**src/rtl/iobs_pkg.sv**
```systemverilog
// Shared types and defaults for the I/O bus sequencer.
package iobs_pkg;

    // Sequencer states: idle, wait for a buffered write to drain, launch,
    // wait for completion, hold the result until the CPU cycle ends.
    typedef enum logic [2:0] {
        ST_IDLE   = 3'd0,
        ST_BUFW   = 3'd1,
        ST_LAUNCH = 3'd2,
        ST_WAIT   = 3'd3,
        ST_DONE   = 3'd4
    } iobs_state_e;

    // Default number of FCLK cycles an I/O cycle may wait for IODONE.
    localparam logic [7:0] IOBS_TIMEOUT_DEFAULT = 8'd200;

    // A write to a posting-eligible address completes to the CPU at once.
    function automatic logic is_posted(input logic n_we, input logic pwcs);
        return ~n_we & pwcs;
    endfunction

endpackage

```
**src/rtl/iobs_if.sv**
```systemverilog
// FSB-side and I/O-master-side handshake signals of the I/O bus sequencer.
interface iobs_if;
    logic BACT;
    logic IOCS;
    logic IOPWCS;
    logic nWE;
    logic IOACT;
    logic IODONE;
    logic IOBERR;
    logic IOREQ;
    logic IOWR;
    logic ALE;
    logic Ready1;
    logic BERR1;
    logic PWPEND;

    // Environment side: drives the CPU cycle and I/O master responses.
    modport master (
        output BACT, IOCS, IOPWCS, nWE, IOACT, IODONE, IOBERR,
        input  IOREQ, IOWR, ALE, Ready1, BERR1, PWPEND
    );

    // Sequencer side.
    modport slave (
        input  BACT, IOCS, IOPWCS, nWE, IOACT, IODONE, IOBERR,
        output IOREQ, IOWR, ALE, Ready1, BERR1, PWPEND
    );
endinterface

```
**src/rtl/iobs_wdt.sv**
```systemverilog
// Watchdog counter bounding how long an I/O cycle may wait for IODONE.
module iobs_wdt
    import iobs_pkg::*;
#(
    parameter logic [7:0] TIMEOUT = IOBS_TIMEOUT_DEFAULT
) (
    input  logic FCLK,
    input  logic nRST,
    input  logic clear_i,
    input  logic enable_i,
    output logic expired_o
);

    logic [7:0] count_q;
    logic [7:0] count_d;
    logic [7:0] count_inc;

    assign count_inc = count_q + 8'd1;

    // Clear wins over counting; hold when neither is requested.
    always_comb begin
        count_d = count_q;
        if (clear_i) begin
            count_d = 8'd0;
        end else if (enable_i) begin
            count_d = count_inc;
        end
    end

    // Counter register.
    always_ff @(posedge FCLK or negedge nRST) begin
        if (!nRST) begin
            count_q <= 8'd0;
        end else begin
            count_q <= count_d;
        end
    end

    // Flags the edge on which the count reaches TIMEOUT, so the owner can
    // react on that same edge (TIMEOUT edges after counting starts).
    assign expired_o = enable_i & (count_inc == TIMEOUT);

endmodule

```
**src/rtl/iobs.sv**
```systemverilog
// I/O bus sequencer: turns FSB cycles decoded to I/O space into requests
// for the I/O bus master, with posted writes and a completion watchdog.
module iobs
    import iobs_pkg::*;
#(
    parameter logic [7:0] TIMEOUT = IOBS_TIMEOUT_DEFAULT
) (
    input logic   FCLK,
    input logic   nRST,
    iobs_if.slave bus
);

    iobs_state_e state_q;
    logic        ioreq_q;
    logic        iowr_q;
    logic        ale_q;
    logic        rdy_q;
    logic        berr_q;
    logic        pwpend_q;

    logic        wdt_clear;
    logic        wdt_enable;
    logic        wdt_expired;
    logic        path_free;
    logic        go_launch;

    // The counter restarts in LAUNCH and runs only while waiting.
    assign wdt_clear  = (state_q == ST_LAUNCH);
    assign wdt_enable = (state_q == ST_WAIT);

    iobs_wdt #(
        .TIMEOUT (TIMEOUT)
    ) u_wdt (
        .FCLK      (FCLK),
        .nRST      (nRST),
        .clear_i   (wdt_clear),
        .enable_i  (wdt_enable),
        .expired_o (wdt_expired)
    );

    // The I/O master can take a new request only when no posted write is
    // outstanding and it is not busy. pwpend_q is the registered flag, so a
    // write that completes this cycle still blocks launch until the next.
    assign path_free = ~pwpend_q & ~bus.IOACT;

    assign go_launch = ((state_q == ST_IDLE) & bus.BACT & bus.IOCS & path_free) |
                       ((state_q == ST_BUFW) & bus.BACT & path_free);

    // Sequencer FSM with registered outputs.
    always_ff @(posedge FCLK or negedge nRST) begin
        if (!nRST) begin
            state_q  <= ST_IDLE;
            ioreq_q  <= 1'b0;
            iowr_q   <= 1'b0;
            ale_q    <= 1'b0;
            rdy_q    <= 1'b0;
            berr_q   <= 1'b0;
            pwpend_q <= 1'b0;
        end else begin
            ale_q <= 1'b0;

            // The request is held until the master accepts it.
            if (ioreq_q && bus.IOACT) begin
                ioreq_q <= 1'b0;
            end

            // Completion of a posted write; its error status is dropped.
            if (pwpend_q && bus.IODONE) begin
                pwpend_q <= 1'b0;
            end

            // Entering LAUNCH: latch pulse, request and direction.
            if (go_launch) begin
                ale_q   <= 1'b1;
                ioreq_q <= 1'b1;
                iowr_q  <= ~bus.nWE;
            end

            case (state_q)
                ST_IDLE: begin
                    if (bus.BACT && bus.IOCS) begin
                        state_q <= (pwpend_q || bus.IOACT) ? ST_BUFW : ST_LAUNCH;
                    end
                end

                ST_BUFW: begin
                    if (!bus.BACT) begin
                        state_q <= ST_IDLE;
                    end else if (path_free) begin
                        state_q <= ST_LAUNCH;
                    end
                end

                ST_LAUNCH: begin
                    if (is_posted(bus.nWE, bus.IOPWCS)) begin
                        pwpend_q <= 1'b1;
                        rdy_q    <= 1'b1;
                        state_q  <= ST_DONE;
                    end else begin
                        state_q <= ST_WAIT;
                    end
                end

                ST_WAIT: begin
                    // If the CPU has abandoned the cycle, finish silently.
                    if (bus.IODONE) begin
                        if (bus.BACT) begin
                            if (bus.IOBERR) begin
                                berr_q <= 1'b1;
                            end else begin
                                rdy_q <= 1'b1;
                            end
                            state_q <= ST_DONE;
                        end else begin
                            state_q <= ST_IDLE;
                        end
                    end else if (wdt_expired) begin
                        ioreq_q <= 1'b0;
                        if (bus.BACT) begin
                            berr_q  <= 1'b1;
                            state_q <= ST_DONE;
                        end else begin
                            state_q <= ST_IDLE;
                        end
                    end
                end

                ST_DONE: begin
                    if (!bus.BACT) begin
                        rdy_q   <= 1'b0;
                        berr_q  <= 1'b0;
                        state_q <= ST_IDLE;
                    end
                end

                default: begin
                    state_q <= ST_IDLE;
                end
            endcase
        end
    end

    // Non-I/O cycles are never stalled.
    assign bus.Ready1 = ~bus.IOCS | rdy_q;
    assign bus.IOREQ  = ioreq_q;
    assign bus.IOWR   = iowr_q;
    assign bus.ALE    = ale_q;
    assign bus.BERR1  = berr_q;
    assign bus.PWPEND = pwpend_q;

endmodule

```
**src/flat_wrapper.sv**
```systemverilog
// flat-port wrapper written by rule: the top's interface ports become plain ports
module iobs_flat import iobs_pkg::*;
#(
    parameter logic [7:0] TIMEOUT = IOBS_TIMEOUT_DEFAULT
)
  (FCLK, nRST, bus_BACT, bus_IOCS, bus_IOPWCS, bus_nWE, bus_IOACT, bus_IODONE, bus_IOBERR, bus_IOREQ, bus_IOWR, bus_ALE, bus_Ready1, bus_BERR1, bus_PWPEND);
  iobs_if bus_i ();
  input logic FCLK;
  input logic nRST;
  input wire logic [$bits(bus_i.BACT)-1:0] bus_BACT;
  input wire logic [$bits(bus_i.IOCS)-1:0] bus_IOCS;
  input wire logic [$bits(bus_i.IOPWCS)-1:0] bus_IOPWCS;
  input wire logic [$bits(bus_i.nWE)-1:0] bus_nWE;
  input wire logic [$bits(bus_i.IOACT)-1:0] bus_IOACT;
  input wire logic [$bits(bus_i.IODONE)-1:0] bus_IODONE;
  input wire logic [$bits(bus_i.IOBERR)-1:0] bus_IOBERR;
  output wire logic [$bits(bus_i.IOREQ)-1:0] bus_IOREQ;
  output wire logic [$bits(bus_i.IOWR)-1:0] bus_IOWR;
  output wire logic [$bits(bus_i.ALE)-1:0] bus_ALE;
  output wire logic [$bits(bus_i.Ready1)-1:0] bus_Ready1;
  output wire logic [$bits(bus_i.BERR1)-1:0] bus_BERR1;
  output wire logic [$bits(bus_i.PWPEND)-1:0] bus_PWPEND;
  assign bus_i.BACT = bus_BACT;
  assign bus_i.IOCS = bus_IOCS;
  assign bus_i.IOPWCS = bus_IOPWCS;
  assign bus_i.nWE = bus_nWE;
  assign bus_i.IOACT = bus_IOACT;
  assign bus_i.IODONE = bus_IODONE;
  assign bus_i.IOBERR = bus_IOBERR;
  assign bus_IOREQ = bus_i.IOREQ;
  assign bus_IOWR = bus_i.IOWR;
  assign bus_ALE = bus_i.ALE;
  assign bus_Ready1 = bus_i.Ready1;
  assign bus_BERR1 = bus_i.BERR1;
  assign bus_PWPEND = bus_i.PWPEND;
  iobs #(.TIMEOUT(TIMEOUT)) u_core (.FCLK(FCLK), .nRST(nRST), .bus(bus_i));
endmodule
```
**config.mk**
```make
export PLATFORM = sky130hd
export DESIGN_NAME = iobs_flat
export DESIGN_NICKNAME = d
export VERILOG_FILES = /design/src/rtl/iobs_pkg.sv /design/src/rtl/iobs_if.sv /design/src/rtl/iobs_wdt.sv /design/src/rtl/iobs.sv /design/src/flat_wrapper.sv
export SDC_FILE = /design/constraint.sdc
export NUM_CORES = 1
export LEC_CHECK = 0
export ABC_AREA = 1
export CAP_MARGIN = 5
export CELL_PAD_IN_SITES_DETAIL_PLACEMENT = 0
export CELL_PAD_IN_SITES_GLOBAL_PLACEMENT = 1
export CORE_AREA = 5 5 72 74
export DETAILED_ROUTE_END_ITERATION = 12
export DIE_AREA = 0 0 77 79
export PLACE_DENSITY = 0.6
export SETUP_SLACK_MARGIN = 0.02
export SLEW_MARGIN = 15
export SYNTH_ARGS = -nofsm -noshare
export SYNTH_HDL_FRONTEND = slang
export SYNTH_HIERARCHICAL = 1
export SYNTH_SLANG_ARGS = --single-unit
export TNS_END_PERCENT = 100
```
**constraint.sdc**
```tcl
create_clock -name FCLK -period 1.8 [get_ports FCLK]
set_input_delay 0.36 -clock FCLK [delete_from_list [all_inputs] [get_ports FCLK]]
set_output_delay 0.36 -clock FCLK [all_outputs]
set_load 0.005 [all_outputs]
```
### Word level (Yosys, flattened, before mapping)

Index checks and enable logic that the tools add are counted.

* register bits after elaboration: 17
* latch bits: 0
* RAM bits: 0
* ROM bits: 0
* input bits: 9
* logic and storage cells: 83
* memories: 0

* add/sub/neg operators: 1
* $mul: 0
* div/mod/pow operators: 0
* magnitude comparators: 0
* equality and inequality tests: 16
* shift operators: 0
* multiplexer cells: 33
* bitwise logic cells: 14
* reductions and logical operators: 11

Operator list (number)
* 3-bit two-way mux: 8
* 1-bit two-way mux: 19
* 8-bit two-way mux: 2
* 3-bit case mux with 5 select lines: 1
* 6-bit AND reduction: 2
* 2-bit inequality test, second input constant: 5
* 3-bit inequality test, second input constant: 3
* 8-bit by 1-bit adder with 8-bit output, second input constant: 1
* 1-bit bitwise AND: 8
* 8-bit equality test, second input constant: 1
* 3-bit by 2-bit equality test with 1-bit output, second input constant: 2
* 3-bit by 2-bit inequality test with 1-bit output, second input constant: 2
* 1-bit inverter: 4
* 4-bit AND reduction: 1
* 2-bit nonzero test: 2
* 3-bit by 1-bit equality test with 1-bit output, second input constant: 1
* 3-bit equality test, second input constant: 1
* 1-bit logical AND: 3
* 3-bit logical NOT: 1
* 1-bit case mux with 3 select lines: 1
* 3-bit nonzero test: 1
* 2-bit two-way mux: 1
* 2-bit by 1-bit inequality test with 1-bit output, second input constant: 1
* 1-bit bitwise OR: 2
* other kinds (2): 2

### Logic depth before layout (Yosys ltp)

Gate-level depths: netlist of run 1.

* word-level depth: 9
* gate-level depth with buffers: 15
* depth with buffers taken out: 15

### Modules after synthesis

The synthesis of run 1 kept the hierarchy.

Modules (own cells, without submodules)
* iobs: instances 1, cells an instance 85, area each 565.5 µm², seq. area each 225.2 µm²
* iobs_wdt: instances 1, cells an instance 74, area each 501.7 µm², seq. area each 200.2 µm²

### Worst setup path after synthesis of run 1

No wires, ideal clock.

* kind: flip-flop to flip-flop
* start point: register u_core.u_wdt.count_q[0]
* end point: register u_core.state_q[0]
* data arrival time: 1483 ps
* required time: 1677 ps
* setup slack: 193 ps
* cell stages (with the launch flop): 13
* buffers on the path: 0
* cell sequence: dfrtp_1 > ha_1 > nand3_1 > nor2_1 > nand2_1 > nand2_1 > nand3_1 > nor2_1 > inv_1 > nand3_2 > nand2_2 > o21ai_0 > nand2_1

* longest elaborated chain between the ends: 5

RTL lines
* start, declared: RTL line iobs_wdt.sv:14 `logic [7:0] count_q;`
* start signal, assigned: RTL line iobs_wdt.sv:35 `count_q <= count_d;`
* 8-bit by 1-bit adder with 8-bit output: RTL line iobs_wdt.sv:18 `assign count_inc = count_q + 8'd1;`
* 8-bit equality test: RTL line iobs_wdt.sv:41 `assign expired_o = enable_i & (count_inc == TIMEOUT);`
* 1-bit bitwise AND: RTL line iobs_wdt.sv:41
* net u_core.wdt_expired: RTL line iobs.sv:23 `logic wdt_expired;`
* 3-bit by 2-bit inequality test with 1-bit output (no source line)
* 4-bit AND reduction (no source line)
* end signal, assigned: RTL line iobs.sv:82 `state_q <= (pwpend_q || bus.IOACT) ? ST_BUFW : ST_LAUNCH;`
* end, declared: RTL line iobs.sv:13 `iobs_state_e state_q;`

The timed path passes the listed nets, and every way through them passes these cells.
A chain may end at the register's enable or synchronous reset.

### Final worst setup path of run 1

* start point: register u_core.u_wdt.count_q[1]
* end point: register u_core.berr_q (netlist: u_core/bus.BERR1)

* longest elaborated chain between the ends: 5

RTL lines
* 8-bit by 1-bit adder with 8-bit output (*): RTL line iobs_wdt.sv:18
* 8-bit equality test (*): RTL line iobs_wdt.sv:41
* 1-bit bitwise AND (*): RTL line iobs_wdt.sv:41
* net u_core.wdt_expired: RTL line iobs.sv:23
* 3-bit by 2-bit inequality test with 1-bit output (no source line) or 3-bit inequality test (tied branches)
* 6-bit AND reduction (no source line) (*)
* end signal, assigned: RTL line iobs.sv:57 `berr_q <= 1'b0;`
* end signal, assigned: RTL line iobs.sv:109 `berr_q <= 1'b1;`
* end signal, assigned: RTL line iobs.sv:120 `berr_q <= 1'b1;`
* end, declared: RTL line iobs.sv:18 `logic berr_q;`

The timed path passes the listed nets; every way through them passes the cells marked *.

==> flow_summary.json, run 1 <==
{
  "status": "finished, final reports clean",
  "synth_seq_cells": 17,
  "hold_viol": 0,
  "fin_crit_sh_pct": 94.7,
  "fin_nets": 196,
  "ant_nets": 0,
  "finalSetupViolations": 0,
  "maxSlewHeadroom_pct": 82.2,
  "routedWlPerCell_microns": 11.5,
  "antenna_found_initial": 0,
  "wl_met2_microns": 1400,
  "rows": 25,
  "power_density_mw_per_mm2": 1230,
  "grt_max_degree": 18,
  "seq_area_sq_um": 428,
  "cp-start-kind": "register",
  "antenna_cells": 0,
  "clk_pin_slew_ns": 0.07,
  "start_util_pct": 23.5,
  "cp.arrival_ns": 1.85,
  "p_leak_nw": 0.693,
  "seq_area_frac_synth_pct": 39.9,
  "fmax_mhz": 586,
  "syn_avg_cell_area_sq_um": 6.71,
  "required_ns": 1.94,
  "place_area_sq_mm": 0.00132,
  "finalWirelength_microns": 2740,
  "clock_tree.root_cell": "clkbuf_8",
  "crit_fanout": 4,
  "clk-insertion-delay-late_ns": 0.25,
  "gr-usage-all-layers_pct": 9.28,
  "die_x_microns": 77,
  "grt_pass1_wl_microns": 4560,
  "critPathCaptureType": "register",
  "dr.pass1.iters": 4,
  "drt_iter0_markers": 28,
  "wl_met3_microns": 62,
  "boundaryPins": 15,
  "min_period_ns": 1.71,
  "final_cell_area_sq_mm": 0.00145,
  "peakVddDrop_uv": 474,
  "detail_route.vias_per_cell": 4.32,
  "dieArea_sq_mm": 0.00608,
  "synth_fp_nets": 170,
  "max-cap-violations": 0,
  "area_growth_pct": 36.1,
  "routed.top_layer": "met4",
  "die_y_microns": 79,
  "synth_top_area_cell": "dfrtp_1",
  "rsz0062_at_grt": "yes",
  "globalplace.congestion": 0.877,
  "slew_viol_final": 0,
  "yosysWarnings": 6,
  "crit_type": "register to register",
  "tightestPinTransition_ns": 0.267,
  "drive_above_1_share_pct": 19.6,
  "synth.area.top_cells": "dfrtp_1 (40%), nand2_1 (21%), inv_1 (8.1%)",
  "cts.path.max_buffers": 2,
  "synth_area_sq_mm": 0.00107,
  "netlist_instances": 159,
  "synth.distinct_cells": 18,
  "min_path_type": "input port to async pin",
  "cts_hold_buf": 0,
  "power.total_mw": 1.79,
  "cts_tree": "done",
  "grt_overflow": 0,
  "cts_made_buffers": 3,
  "vias": 1028,
  "yosys.area.top_type_share_pct": 39.9,
  "port_buffers": 14,
  "nFillCells": 495,
  "dp_hpwl_microns": 2080,
  "clock_sinks": 17,
  "core-area_sq_mm": 0.00454,
  "htreeDepth": 1,
  "met1_length_microns": 1250,
  "remaining_drc_errors": 0,
  "multi_input_area_sq_um": 621,
  "grt_pass1_vias": 1019,
  "skew_ns": 0.00122
}
-- cell usage in the layout (no fill, tap or decap), types with 2 or more instances in the layout --
cell | synthesis | final
nand2_1 | 59 | 57
inv_1 | 23 | 22
dfrtp_1 | 17 | 15
clkdlybuf4s50_1 | 0 | 14
nand3_1 | 14 | 12
nor2_1 | 11 | 9
nand2_2 | 6 | 6
o21ai_1 | 6 | 6
o21ai_0 | 6 | 5
buf_4 | 0 | 5
nor2_2 | 5 | 4
nor2_4 | 1 | 4
clkbuf_8 | 0 | 3
inv_2 | 1 | 2
nand4_1 | 2 | 2
nor3_1 | 2 | 2
nand3_2 | 1 | 2
nand2_4 | 0 | 2
dfrtp_2 | 0 | 2
buf_6 | 0 | 2
-- metrics by stage --
step	setup TNS [ns]	utilization (%)	setup WS, ns	hold WS (ns)	instances
after global routing	-0.236	32.0	-0.0751	0.459	238
final	0	32.0	0.0947	0.430	238
after floorplan	0	-	0.193	0.0644	159
after CTS	0	30.1	0.0531	0.437	237
after detailed placement	0	29.1	0.0706	0.476	233
after global placement	0	29.1	0.0865	0.465	233
-- cells in the mapped netlist, drive strengths merged --
cell / n
a21oi: 1
a22o: 1
dfrtp: 17
ha: 2
inv: 24
nand2: 65
nand3: 15
nand4: 2
nor2: 17
nor3: 2
o21ai: 12
o21bai: 1
-- power breakdown --
group | switching, mW | internal (mW) | leakage [nW] | total (mW)
Sequential | 0.131 | 0.498 | 0.220 | 0.630
Clock | 0.142 | 0.154 | 0.0255 | 0.296
Combinational | 0.489 | 0.378 | 0.447 | 0.867
-- routing by layer --
layer / track usage, % / vias to the layer above
li1: - / 544
met1: 11.1 / 477
met2: 16.1 / 5
met3: 1.81 / 2
met4: 4.12 / 0
met5: 0 / -
-- state kept, by name, summed over array words and instances (netlist names) --
name                  flops
u_core/u_wdt/count_q      8
u_core/state_q            3
u_core/bus.ALE            1
u_core/bus.BERR1          1
u_core/bus.IOREQ          1
u_core/bus.IOWR           1
u_core/bus.PWPEND         1
u_core/rdy_q              1
-- worst max-delay path, stage by stage, from the launching register on --
cell and delay, ns:
dfrtp_1 0.41, ha_4 0.19, nand3_4 0.09, nand2_1 0.07
nand2_1 0.06, nor2_1 0.12, nand3_1 0.08, nor2_1 0.12
inv_1 0.08, nand3_2 0.09, nand2_4 0.08, o21bai_1 0.14
nand2_1 0.07
-- worst paths after layout --
| path | startpoint | slack [ns] | endpoint | depth (start not counted) |
|---|---|---|---|---|
| worst max-delay path | u_core/u_wdt/count_q[1]$_DFFE_PN0P_ | 0.09 | u_core/bus.BERR1$_DFFE_PN0P_ | 12 |
| worst min-delay path | nRST | 0.43 | u_core/u_wdt/count_q[2]$_DFFE_PN0P_ | 2 |
| worst max register to register | u_core/u_wdt/count_q[1]$_DFFE_PN0P_ | 0.09 | u_core/bus.BERR1$_DFFE_PN0P_ | 12 |
| worst min register to register | u_core/rdy_q$_DFFE_PN0P_ | 0.49 | u_core/rdy_q$_DFFE_PN0P_ | 2 |
| max in group asynchronous | nRST | 1.16 | u_core/u_wdt/count_q[3]$_DFFE_PN0P_ | 2 |
| min in group FCLK | u_core/rdy_q$_DFFE_PN0P_ | 0.49 | u_core/rdy_q$_DFFE_PN0P_ | 2 |
-- area by class of cell --
type / count / share of cell area (%)
Clock buffer: 3 / 2.84
Multi-Input combinational cell: 118 / 42.7
Timing Repair Buffer: 21 / 13.8
Inverter: 24 / 6.20
Clock inverter: 1 / 0.345
Tap cell: 54 / 4.65
Sequential cell: 17 / 29.5
-- what timing repair did --
| item | 4_1_cts | 5_1_grt |
|---|---|---|
| resized for setup | 0 | 21 |
| setup endpoints to repair | 0 | 5 |
| buffers inserted | 0 | 1 |
-- cells by family (layout without fill, tap and decap cells) --
| logic type | Yosys count | after routing | synth area share [%] |
|---|---|---|---|
| and+or+nand+nor | 101 | 101 | 41.7 |
| buffers and inverters | 24 | 49 | 8.44 |
| DFF | 17 | 17 | 39.9 |
| AOI/OAI and AO/OA | 15 | 15 | 7.62 |
| adders and majority gates | 2 | 2 | 2.34 |
(Power assumes the default switching activity.)
==> run 2, diff against run 1 <==
--- a/config.mk
+++ b/config.mk
@@ -5,14 +5,13 @@
 export SDC_FILE = /design/constraint.sdc
 export NUM_CORES = 1
 export LEC_CHECK = 0
-export ABC_AREA = 1
 export CAP_MARGIN = 5
 export CELL_PAD_IN_SITES_DETAIL_PLACEMENT = 0
 export CELL_PAD_IN_SITES_GLOBAL_PLACEMENT = 1
-export CORE_AREA = 5 5 72 74
+export CORE_AREA = 5 5 71 73
 export DETAILED_ROUTE_END_ITERATION = 12
-export DIE_AREA = 0 0 77 79
-export PLACE_DENSITY = 0.6
+export DIE_AREA = 0 0 76 78
+export PLACE_DENSITY = 0.57
 export SETUP_SLACK_MARGIN = 0.02
 export SLEW_MARGIN = 15
 export SYNTH_ARGS = -nofsm -noshare
==> flow_summary.json, run 2 <==
{
  "status": "finished, final reports clean",
  "yosys.area.top_type_share_pct": 41.1,
  "dp_hpwl_microns": 1960,
  "die_y_microns": 78,
  "cp_top_family": "compound AO/OA/AOI/OAI gates",
  "drt_iter0_markers": 53,
  "crit_type": "register to register",
  "largest_register_ffs": 8,
  "netlist_instances": 105,
  "drive_above_1_share_pct": 27.4,
  "maxSlewHeadroom_pct": 77.1,
  "ys.flop_type": "dfrtp_1",
  "synth.area.top_cells": "dfrtp_1 (41%), mux2i_1 (3.9%), xor2_1 (3.4%)",
  "max-cap-violations": 0,
  "largest-register": "u_core/u_wdt/count_q",
  "yosysMostFrequentCell": "dfrtp_1",
  "die_x_microns": 76,
  "peakVddDrop_uv": 456,
  "synthArstFlopShare_pct": 100,
  "synth_top_area_cell": "dfrtp_1",
  "crit_slowest_cell": "a2111oi_4",
  "vias": 907,
  "yosysWarnings": 6,
  "synth_fp_nets": 116,
  "required_ns": 1.94,
  "dr.pass1.iters": 4,
  "cts_made_buffers": 3,
  "cp.arrival_ns": 1.94,
  "p_leak_nw": 0.620,
  "min_period_ns": 1.80,
  "clock_sinks": 17,
  "dieArea_sq_mm": 0.00593,
  "antenna_cells": 0,
  "globalplace.congestion": 0.729,
  "clk-insertion-delay-late_ns": 0.25,
  "grt_pass1_wl_microns": 4400,
  "fin_crit_sh_pct": 99.9,
  "rows": 24,
  "fin_nets": 147,
  "reg_top3": "u_core/u_wdt/count_q (8), u_core/state_q (3)",
  "routedWlPerCell_microns": 14.1,
  "htreeDepth": 1,
  "remaining_drc_errors": 0,
  "max_stage_delay_ns": 0.44,
  "layout_common_cells": "buf_4 (16), clkdlybuf4s50_1 (13), dfrtp_1 (13)",
  "finalWirelength_microns": 2630,
  "slew_viol_final": 0,
  "synthTopCellsByCount": "dfrtp_1 (17), nand2_1 (9), nor2_1 (9)",
  "critPathCaptureType": "register",
  "boundaryPins": 15,
  "cts_hold_buf": 0,
  "fmax_mhz": 556,
  "cts.path.max_buffers": 2,
  "clk_pin_slew_ns": 0.07,
  "post-route-util_pct": 33.8,
  "finalSetupViolations": 0,
  "crit_fanout": 4,
  "skew_ns": 0.000702,
  "post-cts-setup-buffers": 0,
  "cts_tree": "done",
  "setup_ws_ns": 0.00120,
  "dp_slack_ns": -0.0689,
  "synth_seq_cells": 17,
  "grt_max_degree": 18,
  "power_density_mw_per_mm2": 1000,
  "cp_cell_sequence": "ha_4, nand2_1, nor3_1, a31oi_1, a2111oi_4, nor4_2, o31a_1",
  "seq_area_frac_synth_pct": 41.1,
  "hold_viol": 0,
  "detail_route.vias_per_cell": 4.85,
  "min_path_type": "input port to async pin",
  "synth-edff-count": 0,
  "start_util_pct": 24.1,
  "final_common_cell": "buf_4",
  "core-area_sq_mm": 0.00429,
  "port_buffers": 14,
  "ant_nets": 0,
  "clock_tree.root_cell": "clkbuf_8",
  "synth.distinct_cells": 44,
  "syn_avg_cell_area_sq_um": 9.85,
  "area_growth_pct": 40.1,
  "tightestPinTransition_ns": 0.344,
  "rsz0062_at_grt": "yes",
  "cp_num_buf_inv": 0,
  "grt_overflow": 0,
  "fin_setup_tns_ns": 0,
  "gr-usage-all-layers_pct": 9.15,
  "synth_area_sq_mm": 0.00103,
  "cp-start-kind": "register",
  "antenna_found_initial": 0,
  "grt_pass1_vias": 916
}
[run 2: cell types whose count changed after synthesis, moves of 5 or more]
cell	change
o21ai_1	-5
inv_1	-19
nand2b_1	+5
nand2_1	-50
nand3_1	-14
nor2_2	-5
nand2_2	-6
[run 2: kinds of logic (layout without fill, tap and decap cells)]
logic type | after synthesis | after routing | synth area share (%)
xor gates and xnor gates | 5 | 5 | 4.23
muxes | 4 | 4 | 3.87
buffers and inverters | 8 | 38 | 3.75
adders and majority gates | 2 | 2 | 2.42
and+or+nand+nor | 47 | 47 | 28.5
DFF | 17 | 17 | 41.1
AOI/OAI and AO/OA | 22 | 22 | 16.1
[run 2: path summary, 6_finish.rpt]
check                                                    start                                   to  slack, ns  cells past startpoint
hold / removal                                            nRST             u_core/rdy_q$_DFFE_PN0P_       0.44                      2
setup / recovery           u_core/u_wdt/count_q[1]$_DFFE_PN0P_        u_core/state_q[1]$_DFFE_PN0P_      0.001                      7
setup reg to reg           u_core/u_wdt/count_q[1]$_DFFE_PN0P_        u_core/state_q[1]$_DFFE_PN0P_      0.001                      7
min in group FCLK                     u_core/rdy_q$_DFFE_PN0P_             u_core/rdy_q$_DFFE_PN0P_       0.49                      2
max in group asynchronous                                 nRST  u_core/u_wdt/count_q[4]$_DFFE_PN0P_       1.15                      2
hold reg to reg                       u_core/rdy_q$_DFFE_PN0P_             u_core/rdy_q$_DFFE_PN0P_       0.49                      2
[run 2: routing by layer]
metal | vias to the layer above | GRT usage, % | part of all wire (%)
li1 | 438 | - | -
met1 | 450 | 10.6 | 46
met2 | 15 | 16.1 | 49
met3 | 4 | 2.89 | 4.6
met4 | 0 | 2.67 | 0.72
met5 | - | 0 | 0
[run 2: report_power, final]
group          leakage (nW)  internal [mW]  total [mW]  switching (mW)
clock                0.0228          0.157       0.296           0.139
combinational         0.377          0.318       0.630           0.312
sequential            0.220          0.466       0.527          0.0609
total                 0.620          0.942        1.45           0.511
[run 2: final cells by class]
cell class	instances	area [sq um]
clock buffer	4	45.0
fill	436	2840
inverter	4	15.0
multi-input combinational	80	632
sequential	17	430
tap	52	65.1
timing repair buffer	30	263
[run 2: stage by stage]
| stage | cells | hold slack (ns) | total power [mW] | area, sq um |
|---|---|---|---|---|
| 2_1_floorplan | 105 | 0.0644 | 0.912 | 1100 |
| 6_report | 187 | 0.436 | 1.45 | 1450 |
| 5_1_grt | 187 | 0.479 | 1.56 | 1450 |
| 4_1_cts | 187 | 0.444 | 1.47 | 1440 |
| 3_5_place_dp | 183 | 0.480 | 1.17 | 1400 |
| 3_3_place_gp | 183 | 0.481 | 1.17 | 1400 |
[run 2: what timing repair did]
action | CTS | global route
gates cloned | 0 | 0
setup endpoints to repair | 4 | 6
gates resized for setup | 1 | 4
pin swaps | 4 | 1
==> RTL change 1, RTL diff (config.mk and constraints of run 1) <==
Reset style: synchronous (`nRST`), changed in 2 clocked blocks.
--- a/src/rtl/iobs_wdt.sv
+++ b/src/rtl/iobs_wdt.sv
@@ -30,3 +30,3 @@
     // Counter register.
-    always_ff @(posedge FCLK or negedge nRST) begin
+    always_ff @(posedge FCLK) begin
         if (!nRST) begin
--- a/src/rtl/iobs.sv
+++ b/src/rtl/iobs.sv
@@ -49,3 +49,3 @@
     // Sequencer FSM with registered outputs.
-    always_ff @(posedge FCLK or negedge nRST) begin
+    always_ff @(posedge FCLK) begin
         if (!nRST) begin
Behaviour: differs if nRST is asserted again (counterexample within 4 cycles, from zero or initial values and one cycle with nRST low); with nRST held inactive, the same outputs for 10 cycles.
==> RTL change 1 against run 1 <==
  * Maximum frequency fell by 0.35%
  * Core utilization fell by 0.99 points
  * Area after synthesis fell by 1.1%
  * Worst hold slack improved by 0.013 ns
  * Worst setup slack got worse by 0.0060 ns
  * Design area fell by 3.1%
  * Sequential power fell by 16%
  * Sequential cell count did not move
  * Clock skew rose by 0.0030 ns
  * Wire length fell by 9.2%
  * Total power fell by 18%
  * Critical endpoint is now bus_Ready1
  * Largest cell class unchanged
==> RTL change 1: results <==
group,metric,value,unit
logic_synthesis,syn_nets,179,
global_route,met2_usage,15.0,%
routing,wl_met1,1.19,mm
sta,fmax,0.584,GHz
hold_path,hold_path.class,"reg -> reg",
global_route,track_usage,8.57,%
routing,drtIter0Drc,30,
logic_synthesis,synth_area_leaders,"dfxtp_1 32%, nand2_1 15%, inv_1 10%",
critical_path,reg2reg_slack,0.11,ns
routing,viasPerCell,4.11,
global_route,grtUsageMet1,10.4,%
status,status,"complete, no violations",
critical_path,r2r_end,"u_core/state_q[0]",
cells_and_area,drive_gt1_share,21.9,%
logic_synthesis,synthAdderAreaFrac,2.37,%
routing,met3WireLength,73,um
logic_synthesis,avgSynthCellArea,6.29,sq um
logic_synthesis,synth_common_cells,"41 x nand2_1, 29 x inv_1, 28 x nor2_1",
logic_synthesis,synth_cell_types,20,
logic_synthesis,synthArstFlopShare,0,%
cells_and_area,finalNetCount,204,
placement,place_area,1310,sq um
cells_and_area,final_cells,246,
critical_path,r2r-start,"u_core/u_wdt/count_q[1]",
logic_synthesis,synth-xor-area-share,2.49,%
critical_path,worstPathArrival,1.35,ns
placement,dp_slack,0.0833,ns
critical_path,path_max_fanout,2,
critical_path,crit_family,"buffers and inverters",
placement,place.detailed.hpwl,2.00,mm
critical_path,cp_slowest_cell,"clkdlybuf4s50_1",
placement,dp.cells,242,
power,peakVddDrop,591,uV
sta,tightest_slew,0.286,ns
global_route,grt_max_degree,14,
logic_synthesis,yosysSeqAreaShare,32.2,%
sta,clock_skew,0.00421,ns
global_route,grt_pass1_vias,983,
power,leakagePower,0.000632,uW
routing,post_drt_wl_per_cell,10.1,um
critical_path,cpPeakStageDelay,0.49,ns
global_route,grt_pass1_wl,4.22,mm
placement,globalplace.congestion,0.729,
global_route,met3_usage,3.06,%
logic_synthesis,ys.flop_type,"dfxtp_1",
## RTL change 1: layout make-up
class / count / area, sq um
multi-input cells: 120 / 643
well taps: 54 / 67.6
flip-flops and latches: 17 / 347
clock buffers: 4 / 45.0
inverters: 30 / 113
repair buffers: 21 / 193
fillers: 513 / 3130
## RTL change 1: power breakdown
group / internal [uW] / switching (uW)
sequential: 455 / 71.6
combinational: 266 / 383
clock: 157 / 133
total: 879 / 588
## RTL change 1: what timing repair did
action,4_1_cts,5_1_grt
hold endpoints to repair,0,0
endpoints found under the setup margin,0,4
hold buffers,0,0
resized for setup,0,16
## RTL change 1: how the worst max path moves through the flow
stage / end / start / cells after the start
2_1_floorplan: u_core/state_q[2] / u_core/state_q[1] / 14
3_3_place_gp: bus_Ready1 / bus_IOCS / 3
3_5_place_dp: bus_Ready1 / bus_IOCS / 3
4_1_cts: u_core/state_q[0] / u_core/u_wdt/count_q[1] / 12
5_1_grt: u_core/state_q[0] / u_core/u_wdt/count_q[1] / 14
6_report: bus_Ready1 / bus_IOCS / 3
==> RTL change 2, RTL diff (config.mk and constraints of run 1) <==
Made on the original files. Change the package constant `IOBS_TIMEOUT_DEFAULT` from 8'd200 to 8'd100.
--- a/src/rtl/iobs_pkg.sv
+++ b/src/rtl/iobs_pkg.sv
@@ -14,3 +14,3 @@
     // Default number of FCLK cycles an I/O cycle may wait for IODONE.
-    localparam logic [7:0] IOBS_TIMEOUT_DEFAULT = 8'd200;
+    localparam logic [7:0] IOBS_TIMEOUT_DEFAULT = 8'd100;
 
Formal check against the unedited RTL: no difference found for any inputs over 10 cycles, from zero or initial values and one cycle with nRST low; that may be too few to reach the edited logic, so the function may still have changed.
==> RTL change 2 against run 1 <==
  * Sequential cell count stayed put
  * Total power is 14% lower
  * Design area down 2.2%
  * Non-clock buffer count up 4
  * Area after synthesis shrank 1.6%
  * Critical endpoint is now bus_Ready1
  * Wire length fell by 10%
  * Worst setup slack worse by 0.0018 ns
  * Global-route usage down 0.61 points
==> RTL change 2: results <==
group,metric,value,unit
status,status,"complete, no violations",
critical_path,path_max_fanout,2,
placement,dp.cells,228,
placement,place.detailed.hpwl,1.97,mm
placement,globalplace.congestion,0.805,
global_route,grt_pass1_wl,4.34,mm
routing,viasPerCell,4.30,
cells_and_area,buffer_area_share,15.7,%
logic_synthesis,syn_nets,161,
global_route,track_usage,8.68,%
logic_synthesis,synthAdderAreaFrac,2.38,%
cells_and_area,multi_input_gates,109,
critical_path,worstPathArrival,1.35,ns
logic_synthesis,synth-xor-area-share,0.834,%
routing,wl_met1,1.18,mm
cells_and_area,multiInputGateArea,568,sq um
logic_synthesis,synth_common_cells,"50 x nand2_1, 22 x inv_1, 17 x dfrtp_1",
cells_and_area,drive_gt1_share,20.1,%
power,peakVddDrop,491,uV
cells_and_area,signal_buffers,25,
global_route,grt_pass1_vias,971,
cells_and_area,final-clk-cell-share,3.26,%
routing,met3WireLength,91,um
logic_synthesis,synth_cell_types,21,
sta,relSlewSlack,82.2,%
routing,drtIter0Drc,49,
placement,dp_slack,0.0284,ns
power,power-per-cell-area,1080,nW/um^2
global_route,met2_usage,13.8,%
logic_synthesis,synth-compound-area-share,9.18,%
routing,wl_met2,1.17,mm
logic_synthesis,synth_area_leaders,"dfrtp_1 41%, nand2_1 18%, inv_1 7.9%",
global_route,grtUsageMet1,11.1,%
cells_and_area,seq_cell_count,17,
[RTL change 2: power by group]
part | leakage, uW | switching, uW | internal [uW]
registers | 0.000226 | 55.1 | 476
logic | 0.000461 | 398 | 323
clock network | 0.0000255 | 132 | 153
[RTL change 2: worst paths after layout]
path / startpoint / to / slack, ns / cells after the start
worst max-delay path: bus_IOCS / bus_Ready1 / 0.09 / 3
worst min register to register: u_core/bus.IOWR / u_core/bus.IOWR / 0.49 / 2
max in group asynchronous: nRST / u_core/bus.BERR1 / 1.17 / 2
worst min-delay path: nRST / u_core/u_wdt/count_q[0] / 0.43 / 2
min in group FCLK: u_core/bus.IOWR / u_core/bus.IOWR / 0.49 / 2
worst max register to register: u_core/u_wdt/count_q[0] / u_core/bus.BERR1 / 0.10 / 14
[RTL change 2: critical path, stage by stage]
cell,delay [ns]
clkdlybuf4s50_1,0.42
nand2_1,0.07
clkdlybuf4s50_1,0.49
